## src/rtl/data_bus_responder.sv

```systemverilog
// data_bus_responder
//   Responder end of the core's data-memory interface. The lower half of the
//   8-bit byte address space is word RAM. From MMIO_BASE upward sit the
//   peripheral registers: GPIO output, a compare/auto-reload timer with an
//   interrupt, and a free-running cycle counter. Reads are combinational.
//   Writes commit on the rising edge.
//
// Ports
//   clk        sole clock, rising edge
//   rst        synchronous active-high reset (RAM is not cleared)
//   w_en       write strobe
//   address    byte address; bits [1:0] ignored
//   wr_data    store data
//   rd_data    combinational read data for address
//   gpio_out   GPIO_OUT register
//   timer_irq  registered TCTRL.pend & TCTRL.ie
//
// Register map (offsets from MMIO_BASE)
//   +0x00 GPIO_OUT RW   +0x04 TCOUNT RW   +0x08 TCMP RW
//   +0x0C TCTRL {ie, pend(W1C), autoreload, en}   +0x10 CYCLE RO
//   everything else in the peripheral window reads 0
module data_bus_responder #(
  parameter int unsigned RAM_WORDS = 32,
  parameter logic [7:0]  MMIO_BASE = 8'h80
) (
  input  logic        clk,
  input  logic        rst,
  input  logic        w_en,
  input  logic [7:0]  address,
  input  logic [31:0] wr_data,
  output logic [31:0] rd_data,
  output logic [31:0] gpio_out,
  output logic        timer_irq
);

  localparam logic [5:0] MMIO_WORD = MMIO_BASE[7:2];

  typedef enum logic [2:0] {
    SEL_GPIO,
    SEL_TCOUNT,
    SEL_TCMP,
    SEL_TCTRL,
    SEL_CYCLE,
    SEL_NONE
  } reg_sel_t;

  logic [31:0] ram [RAM_WORDS];

  logic [31:0] gpio_q;
  logic [31:0] tcount_q;
  logic [31:0] tcmp_q;
  logic        en_q;
  logic        autoreload_q;
  logic        pend_q;
  logic        ie_q;
  logic [31:0] cycle_q;
  logic        irq_q;

  logic        is_mmio;
  logic [4:0]  ram_idx;
  logic        ram_hit;
  logic [5:0]  mmio_word;
  reg_sel_t    sel;

  logic        match;
  logic        wr_tcount;
  logic        wr_tctrl;
  logic [31:0] tcount_next;
  logic        pend_next;
  logic        ie_next;

  // Byte-lane bits are deliberately ignored.
  logic unused_addr_bits;
  assign unused_addr_bits = ^address[1:0];

  // ---------------------------------------------------------------------
  // Address decode
  // ---------------------------------------------------------------------
  always_comb begin
    is_mmio   = (address >= MMIO_BASE);
    ram_idx   = address[6:2];
    ram_hit   = !is_mmio && (32'(ram_idx) < RAM_WORDS);
    mmio_word = address[7:2] - MMIO_WORD;
    sel       = SEL_NONE;
    if (is_mmio) begin
      case (mmio_word)
        6'd0:    sel = SEL_GPIO;
        6'd1:    sel = SEL_TCOUNT;
        6'd2:    sel = SEL_TCMP;
        6'd3:    sel = SEL_TCTRL;
        6'd4:    sel = SEL_CYCLE;
        default: sel = SEL_NONE;
      endcase
    end
  end

  // ---------------------------------------------------------------------
  // Read mux (zero latency, returns pre-edge state)
  // ---------------------------------------------------------------------
  always_comb begin
    rd_data = '0;
    if (ram_hit) begin
      rd_data = ram[ram_idx];
    end else begin
      case (sel)
        SEL_GPIO:   rd_data = gpio_q;
        SEL_TCOUNT: rd_data = tcount_q;
        SEL_TCMP:   rd_data = tcmp_q;
        SEL_TCTRL:  rd_data = {28'd0, ie_q, pend_q, autoreload_q, en_q};
        SEL_CYCLE:  rd_data = cycle_q;
        default:    rd_data = '0;
      endcase
    end
  end

  // ---------------------------------------------------------------------
  // Timer next-state. Priorities: CPU write to TCOUNT beats count/reload;
  // a match setting pend beats a same-edge write-1-to-clear.
  // ---------------------------------------------------------------------
  always_comb begin
    wr_tcount = w_en && (sel == SEL_TCOUNT);
    wr_tctrl  = w_en && (sel == SEL_TCTRL);
    match     = en_q && (tcount_q == tcmp_q);

    tcount_next = tcount_q;
    if (en_q) begin
      tcount_next = (match && autoreload_q) ? '0 : tcount_q + 32'd1;
    end
    if (wr_tcount) begin
      tcount_next = wr_data;
    end

    pend_next = pend_q;
    if (wr_tctrl && wr_data[2]) begin
      pend_next = 1'b0;
    end
    if (match) begin
      pend_next = 1'b1;
    end

    ie_next = wr_tctrl ? wr_data[3] : ie_q;
  end

  // ---------------------------------------------------------------------
  // RAM (no reset)
  // ---------------------------------------------------------------------
  always_ff @(posedge clk) begin
    if (w_en && ram_hit) begin
      ram[ram_idx] <= wr_data;
    end
  end

  // ---------------------------------------------------------------------
  // Peripheral registers
  // ---------------------------------------------------------------------
  always_ff @(posedge clk) begin
    if (rst) begin
      gpio_q       <= '0;
      tcount_q     <= '0;
      tcmp_q       <= '1;
      en_q         <= 1'b0;
      autoreload_q <= 1'b0;
      pend_q       <= 1'b0;
      ie_q         <= 1'b0;
      cycle_q      <= '0;
      irq_q        <= 1'b0;
    end else begin
      cycle_q  <= cycle_q + 32'd1;
      tcount_q <= tcount_next;
      pend_q   <= pend_next;
      ie_q     <= ie_next;
      // irq registers the post-edge pend/ie so it always equals pend & ie.
      irq_q    <= pend_next & ie_next;
      if (w_en && (sel == SEL_GPIO)) begin
        gpio_q <= wr_data;
      end
      if (w_en && (sel == SEL_TCMP)) begin
        tcmp_q <= wr_data;
      end
      if (wr_tctrl) begin
        en_q         <= wr_data[0];
        autoreload_q <= wr_data[1];
      end
    end
  end

  assign gpio_out  = gpio_q;
  assign timer_irq = irq_q;

endmodule
```

## config.mk

```make
export PLATFORM = sky130hd
export DESIGN_NAME = data_bus_responder
export DESIGN_NICKNAME = d
export VERILOG_FILES = /design/src/rtl/data_bus_responder.sv
export SDC_FILE = /design/constraint.sdc
export NUM_CORES = 1
export LEC_CHECK = 0
export CELL_PAD_IN_SITES_DETAIL_PLACEMENT = 1
export CELL_PAD_IN_SITES_GLOBAL_PLACEMENT = 2
export CORE_ASPECT_RATIO = 1.5
export CORE_MARGIN = 2
export CORE_UTILIZATION = 35
export DETAILED_ROUTE_END_ITERATION = 12
export GPL_ROUTABILITY_DRIVEN = 0
export PLACE_DENSITY_LB_ADDON = 0.1
export SLEW_MARGIN = 20
export SYNTH_ARGS = -nofsm -noshare
export SYNTH_HDL_FRONTEND = slang
export SYNTH_SLANG_ARGS = --single-unit
```

## constraint.sdc

```tcl
create_clock -name clk -period 7.12 [get_ports clk]
set_input_delay 0.712 -clock clk [delete_from_list [all_inputs] [get_ports clk]]
set_output_delay 0.712 -clock clk [all_outputs]
set_load 0.01 [all_outputs]
```

# Word-level counts from Yosys, hierarchy flattened
# Memory sizes are Yosys's and may differ from the RTL's.
# Cells that the tools add are included.
# op_classes
addsub	3
n_lt_le_gt_ge	1
eq_ne	9
mux	12
bitwise_logic	1
n_reduce_logical	12
# op_table
cell	count
$pmux W32 S5	1
$mux W32	4
$add A32 B1 Y32 const B	2
$eq A32 B32 Y1	1
$pmux W3 S5	1
$eq A6 B2 Y1 const B	2
$ge A8 B8 Y1 const B	1
$logic_and A1 B1 Y1	8
$eq A3 B2 Y1 const B	2
$eq A6 B1 Y1 const B	1
$eq A6 B3 Y1 const B	1
$logic_not A6 Y1	1
$sub A6 B6 Y6 const B	1
$mux W1	5
$eq A3 B1 Y1 const B	1
$eq A3 B3 Y1 const B	1
$logic_not A3 Y1	1
$mux W3	1
$reduce_bool A2 Y1	1
$and A1 B1 Y1	1
$logic_not A1 Y1	1
# word_totals
ff_bits	133
mem_bits_rw	1024
wordCells	48
n_memories	1
# memory_table
memory	depth	word_bits	read_ports	rd_clocked_by_memory_dff	wr	line	rtl
ram	32	32	1	0	1	47	logic [31:0] ram [RAM_WORDS];

# Longest topological paths before layout
# Gate-level depths: netlist (run 1).
# logic_depth
word_depth	10
mapped_depth	10

# Worst setup path after synthesis (run 1)
# OpenSTA, ideal clock, no wires.
# synth_path
kind	input-to-reg
from	input address[2]
to	memory ram[17][0], enable pin
arrival_ns	4.468
required_time_ns	6.659
slack_ns	2.191
cell_stages	6
path_buffers	4
cell_sequence	clkbuf_1 > buf_1 > buf_1 > or3b_2 > clkbuf_1 > nor3_1
# synth_via
elab_chain_cells	5
# synth_rtl
element	line	rtl
start: declaration	29	input logic [7:0] address,
$ge A8 B8 Y1	80	is_mmio = (address >= MMIO_BASE);
$logic_not A1 Y1	82	ram_hit = !is_mmio && (32'(ram_idx) < RAM_WORDS);
$logic_and A1 B1 Y1	148	if (w_en && ram_hit) begin
$mux W1	148	
$mux W1 (implied by the code)	149	ram[ram_idx] <= wr_data;
end: declaration	47	
# Several ways; a longest one is shown, not always the timed one.

# Worst setup path after layout (run 1)
# layout_path
from	input address[2]
to	output rd_data[13]
# layout_via
elab_chain_cells	7
word_cells_on_any_way	17
# layout_rtl
element	line	rtl
$sub A6 B6 Y6	83	mmio_word = address[7:2] - MMIO_WORD;
$eq A6 B3 Y1, or another cell as far along	86	case (mmio_word)
$pmux W3 S5	86	
$mux W3	85	if (is_mmio) begin
$eq A3 B3 Y1, or another cell as far along	105	case (sel)
$pmux W32 S5	105	
$mux W32 *	102	if (ram_hit) begin
end: declaration	31	output logic [31:0] rd_data,
# Every way passes the cells marked *; elsewhere a longest branch is shown, timed or not.

==> results of run 1 <==
-- cells in the mapped netlist, drive strengths merged (2+ instances only) --
master,n
or4,3
xnor2,36
a222oi,27
nor3,24
mux2i,39
buf,39
a21oi,53
a211oi,2
xor2,48
edfxtp,1024
mux2,27
nor2b,3
nor2,93
inv,8
or3,7
nand3b,35
o22ai,8
nand3,38
o21ai,40
a221oi,12
or3b,2
nor3b,14
dfxtp,133
clkbuf,109
and4,8
mux4,318
a32o,7
ha,2
nand2,175
nand2b,11
nand4,24
a22oi,4
and3,6
and2,5
nor4,3
-- state kept, by name, summed over array words and instances (netlist names), 32 cells and up --
name      flops
gpio_out     32
ram        1024
tcmp_q       32
cycle_q      32
tcount_q     32
-- kinds of logic after synthesis --
family	share of synthesized area (%)
compound gates	2.339
xor+xnor	1.603
fa+ha+maj	0.05451
buf+inv	1.319
flops	72.79
mux	17.12
simple gates	4.773
-- final timing paths --
| kind | to | slack (ps) | startpoint |
|---|---|---|---|
| hold / removal | gpio_out[4] | 470 | gpio_out[4] |
| hold reg to reg | gpio_out[4] | 470 | gpio_out[4] |
| setup reg to reg | tcount_q[27] | 3760 | tcount_q[14] |
| setup / recovery | rd_data[13] | 1740 | address[2] |
-- final cells by class --
type | instances | area (um2) | share of cell area (%)
Tap cell | 1722 | 2155 | 4.041
Clock buffer | 152 | 3087 | 5.790
Clock inverter | 61 | 656.9 | 1.232
Multi-Input combinational cell | 1083 | 12120 | 22.74
Sequential cell | 1157 | 33410 | 62.67
Inverter | 8 | 30.03 | 0.05633
Timing Repair Buffer | 205 | 1848 | 3.466
-- per-layer routing --
| metal | up-vias | part of all wire, % | GRT usage, % |
|---|---|---|---|
| li1 | 10120 | - | - |
| met1 | 13160 | 39 | 25.86 |
| met2 | 580 | 55 | 40.82 |
| met3 | 182 | 3.6 | 2.475 |
| met4 | 0 | 3.1 | 7.302 |
| met5 | - | 0 | 0 |
-- worst register-to-register path: stages, from the launching register on --
cell,delay (ps)
dfxtp_1,640
o22ai_1,210
or4_1,560
or4b_1,540
or4_1,490
buf_4,270
nand2_1,380
o22ai_1,140
-- power breakdown --
group | internal (mW) | leakage (nW) | switching, mW | total (mW)
registers | 7.42 | 10.3 | 0.0156 | 7.44
clock network | 3.43 | 1.83 | 2.68 | 6.11
logic | 0.296 | 4.49 | 0.457 | 0.753
total | 11.1 | 16.6 | 3.16 | 14.3
==> flow_summary_export.csv, run 1 <==
group,metric,value,unit
sta,fmaxAchievable,186.0,MHz
hold_path,worstHoldPathCells,2,
sta,min_period,5376,ps
route,first_iter_violations,1897,
place,port_buffers,105,
critical_path,worstPathCellList,"buf_8 > buf_12 > mux4_2 > mux4_2 > mux2i_1 > o21ai_0 > clkdlybuf4s50_1",
die,coreArea,130100,um2
sta,fin_crit_sh,75.51,%
die,pin_count,108,
die,rows,162,
die,dieArea,134100,um2
place,place_inst,4175,
sta,timing.hold.ws,473.7,ps
sta,slew_headroom,25.77,%
sta,hold_violations,0,
place,placed_area,49570,um2
global_routing,grt_use_total,21.81,%
synth,netlist_instances,2396,
clocking,clk_latency,740,ps
synth,ys_warn_count,0,
die,die_h,447.5,um
sta,finalSetupViolCount,0,
synth,synthArstFlopShare,0,%
run,max-cap-violations,0,
pwr,total_power,14.30,mW
critical_path,crit_type,"primary input to primary output",
layout,layout-drive-gt1-share,25.09,%
clocking,clock-root-buffer,"clkbuf_16",
clocking,htreeDepth,3,
global_routing,grt_overflow_total,0,
clocking,hold_buffers,0,
run_status,outcome,"finished, final reports clean",
layout,final_cells,4388,
route,wl_per_cell,33.06,um
clocking,post_cts_resized,0,
clocking,cts.sinks,1157,
synth,yosysTopAreaCell,"edfxtp_1",
sta,skew,14.52,ps
hold_path,hold_path_class,"flop to flop",
critical_path,arrival,4660,ps
critical_path,cp_slowest_cell,"buf_12",
sta,drv_slew,0,
layout,finish.utilization,40.97,%
place,hpwl,86020,um
synth,synth-seq-cells,1157,
die,initial_utilization,35.27,%
clocking,cts_buffers,113,
layout,final.fill_count,12440,
route,dr.pass1.iters,8,
synth,syn_area_per_cell,19.16,um2
layout,final_common_cell,"edfxtp_1",
clocking,cts.reportedPaths.clkPinSlew,60,ps
synth,synth_cell_type_count,49,
critical_path,path_buf_inv,3,
sta,rsz0062_at_grt,"no",
synth,synth_top_cell_area_share,66.99,%
synth,synth_edf_count,1024,
critical_path,worstPathRequired,6410,ps
pwr,power_density,268.2,nW/um2
critical_path,crit_path_max_incr_delay,650,ps
layout,antenna_cells,0,
layout,syn_to_final_growth,16.15,%
layout,final_nets,2613,
route,wirelength,145100,um
critical_path,crit_top_cell,"mux4_2",
sta,setup_tns,0,ps
global_routing,grt_antenna_before_repair,7,
global_routing,grt_max_degree,99,
critical_path,critPathTopFamily,"multiplexers",
synth,synthTopCellsByArea,"edfxtp_1, mux4_2, dfxtp_1",
global_routing,grt_pass1_wl,203500,um
sta,layout_setup_ws,1744,ps
clocking,postCtsSetupRepairBufs,0,
critical_path,startpoint_type,"primary input",
route,final_antenna_net_count,0,
place,post-place-ws,1549,ps
synth,synthesis.area,45900,um2
clocking,cts.path.max_buffers,3,
sta,worst_pin_slew,1111,ps
critical_path,reg2reg_depth,7,
critical_path,crit_path_max_fanout,98,
layout,final_cell_mix,"edfxtp_1, mux4_2, nand2_1",
synth,ys_seq_area_share,72.79,%
layout,final_cell_area,53310,um2
route,via_count,24040,
clocking,cts_tree,"built",
synth,synth_nets,2441,
route,drcViolationCount,0,
pwr,leakagePower,16.60,nW
critical_path,worstSetupEndpointType,"primary output",
critical_path,critical_path_cell_count,7,
pwr,ir_drop,0.2064,mV
die,die_w,299.7,um
route,routed_via_density,5.479,
global_routing,grt_pass1_vias,26210,
synth,ys.flop_type,"edfxtp_1",
(Power assumes the default switching activity.)
==> run 2: changes to the inputs <==
==> constraint.sdc (replaced) <==
create_clock -name clk -period 5.05 [get_ports clk]
set_input_delay 0.505 -clock clk [delete_from_list [all_inputs] [get_ports clk]]
set_output_delay 0.505 -clock clk [all_outputs]
set_load 0.01 [all_outputs]
==> flow_summary_export.csv, run 2 (synthesis results as in run 1) <==
group,metric,value,unit
global_routing,grt_overflow_total,0,
critical_path,worstSetupEndpointType,"primary output",
sta,rsz0062_at_grt,"no",
sta,fin_crit_sh,87.82,%
layout,final.fill_count,12410,
place,hpwl,90940,um
critical_path,startpoint_type,"primary input",
clocking,clock-root-buffer,"clkbuf_16",
global_routing,grt_max_degree,81,
pwr,leakagePower,16.91,nW
clocking,cts.path.max_buffers,3,
pwr,total_power,20.41,mW
global_routing,grt_pass1_wl,206800,um
layout,final_common_cell,"edfxtp_1",
layout,final_cell_area,54000,um2
run,max-cap-violations,0,
global_routing,grt_util_met3,2.161,%
clocking,cts.sinks,1157,
layout,largest_reg_flops,1024,
layout,final_nets,2660,
global_routing,grt_use_total,22.05,%
sta,hold_violations,0,
hold_path,hold_path_class,"primary input to flop",
clocking,cts_tree,"built",
die,pin_count,108,
route,final_antenna_net_count,0,
sta,setup_tns,0,ps
route,drcViolationCount,0,
layout,final_cell_mix,"edfxtp_1, mux4_2, nand2_1",
clocking,cts_buffers,111,
pwr,power_density,378.0,nW/um2
route,wirelength,146400,um
place,placed_area,50190,um2
sta,fmaxAchievable,225.5,MHz
die,initial_utilization,35.27,%
sta,skew,14.28,ps
place,port_buffers,105,
sta,slew_headroom,30.68,%
route,via_count,24370,
die,die_h,447.5,um
die,dieArea,134100,um2
global_routing,use_met2,41.17,%
clocking,cts.reportedPaths.clkPinSlew,60,ps
sta,min_period,4435,ps
layout,top_register,"ram",
critical_path,crit_path_max_fanout,80,
critical_path,worstPathRequired,4550,ps
die,rows,162,
die,coreArea,130100,um2
sta,finalSetupViolCount,0,
layout,seq_area,33410,um2
run_status,outcome,"finished, final reports clean",
critical_path,arrival,3930,ps
sta,drv_slew,0,
clocking,postCtsSetupRepairBufs,0,
layout,layout-drive-gt1-share,26.31,%
die,die_w,299.7,um
global_routing,grt_pass1_vias,26680,
global_routing,met1_usage,26.55,%
layout,multiInputGateArea,12120,um2
global_routing,grt_antenna_before_repair,4,
global_routing,top_usage_layer,"met2",
sta,worst_pin_slew,1032,ps
clocking,post_cts_resized,0,
pwr,ir_drop,0.2732,mV
clocking,htreeDepth,3,
sta,layout_setup_ws,615.2,ps
clocking,hold_buffers,0,
route,dr.pass1.iters,7,
place,post-place-ws,515.4,ps
critical_path,crit_type,"primary input to primary output",
clocking,clk_latency,740,ps
layout,syn_to_final_growth,17.65,%
route,first_iter_violations,2209,
route,wl_per_cell,33.02,um
route,routed_via_density,5.498,
-- run 2: cell count changes in the layout (fill, tap and decap cells not counted), sizes merged --
cell	delta
buf	+47
bufinv	+7
clkbuf	-14
clkdlybuf4s50	+2
clkinv	-5
clkinvlp	+6
diode	+1
inv	+1
-- run 2: final timing paths --
path | slack, ps | startpoint | to | depth (start not counted)
worst max-delay path | 620 | address[3] | rd_data[13] | 7
worst min-delay path | 350 | wr_data[27] | tcmp_q[27] | 3
worst max register to register | 1540 | tcount_q[25] | tcount_q[8] | 8
worst min register to register | 470 | gpio_out[26] | gpio_out[26] | 2
-- run 2: final cells by class --
class / count / area share [%]
diodes: 1 / 0.004634
clock buffers: 138 / 5.485
clock inverters: 70 / 1.578
inverters: 8 / 0.05561
multi-input cells: 1083 / 22.45
flip-flops and latches: 1157 / 61.88
well taps: 1722 / 3.990
repair buffers: 254 / 4.562
-- run 2: metrics by stage --
stage / util (%) / cells / hold slack, ps
finish: 41.50 / 4433 / 351.5
global route: 41.49 / 4432 / 358.8
CTS: 41.50 / 4432 / 349.4
detailed placement: 38.57 / 4224 / 466.5
global placement: 38.57 / 4224 / 459.3
floorplan: - / 2396 / 452.5
-- run 2: critical path, stage by stage --
cell             delay (ps)
buf_8                   610
buf_4                   430
mux4_2                  370
mux4_2                  500
mux2i_1                 540
o21ai_0                 310
clkdlybuf4s50_1         550
-- run 2: where the power goes --
part | switching, mW | total [mW] | internal (mW)
logic | 0.665 | 1.11 | 0.450
registers | 0.0213 | 10.5 | 10.5
clock network | 3.77 | 8.82 | 5.05
total | 4.45 | 20.4 | 16.0
-- run 2: per-layer routing --
metal  vias to the layer above  routed length (um)
met3                       181                4864
met4                         0                4150
met2                       579               80160
met5                         -                   0
li1                      10200                   -
met1                     13420               57200
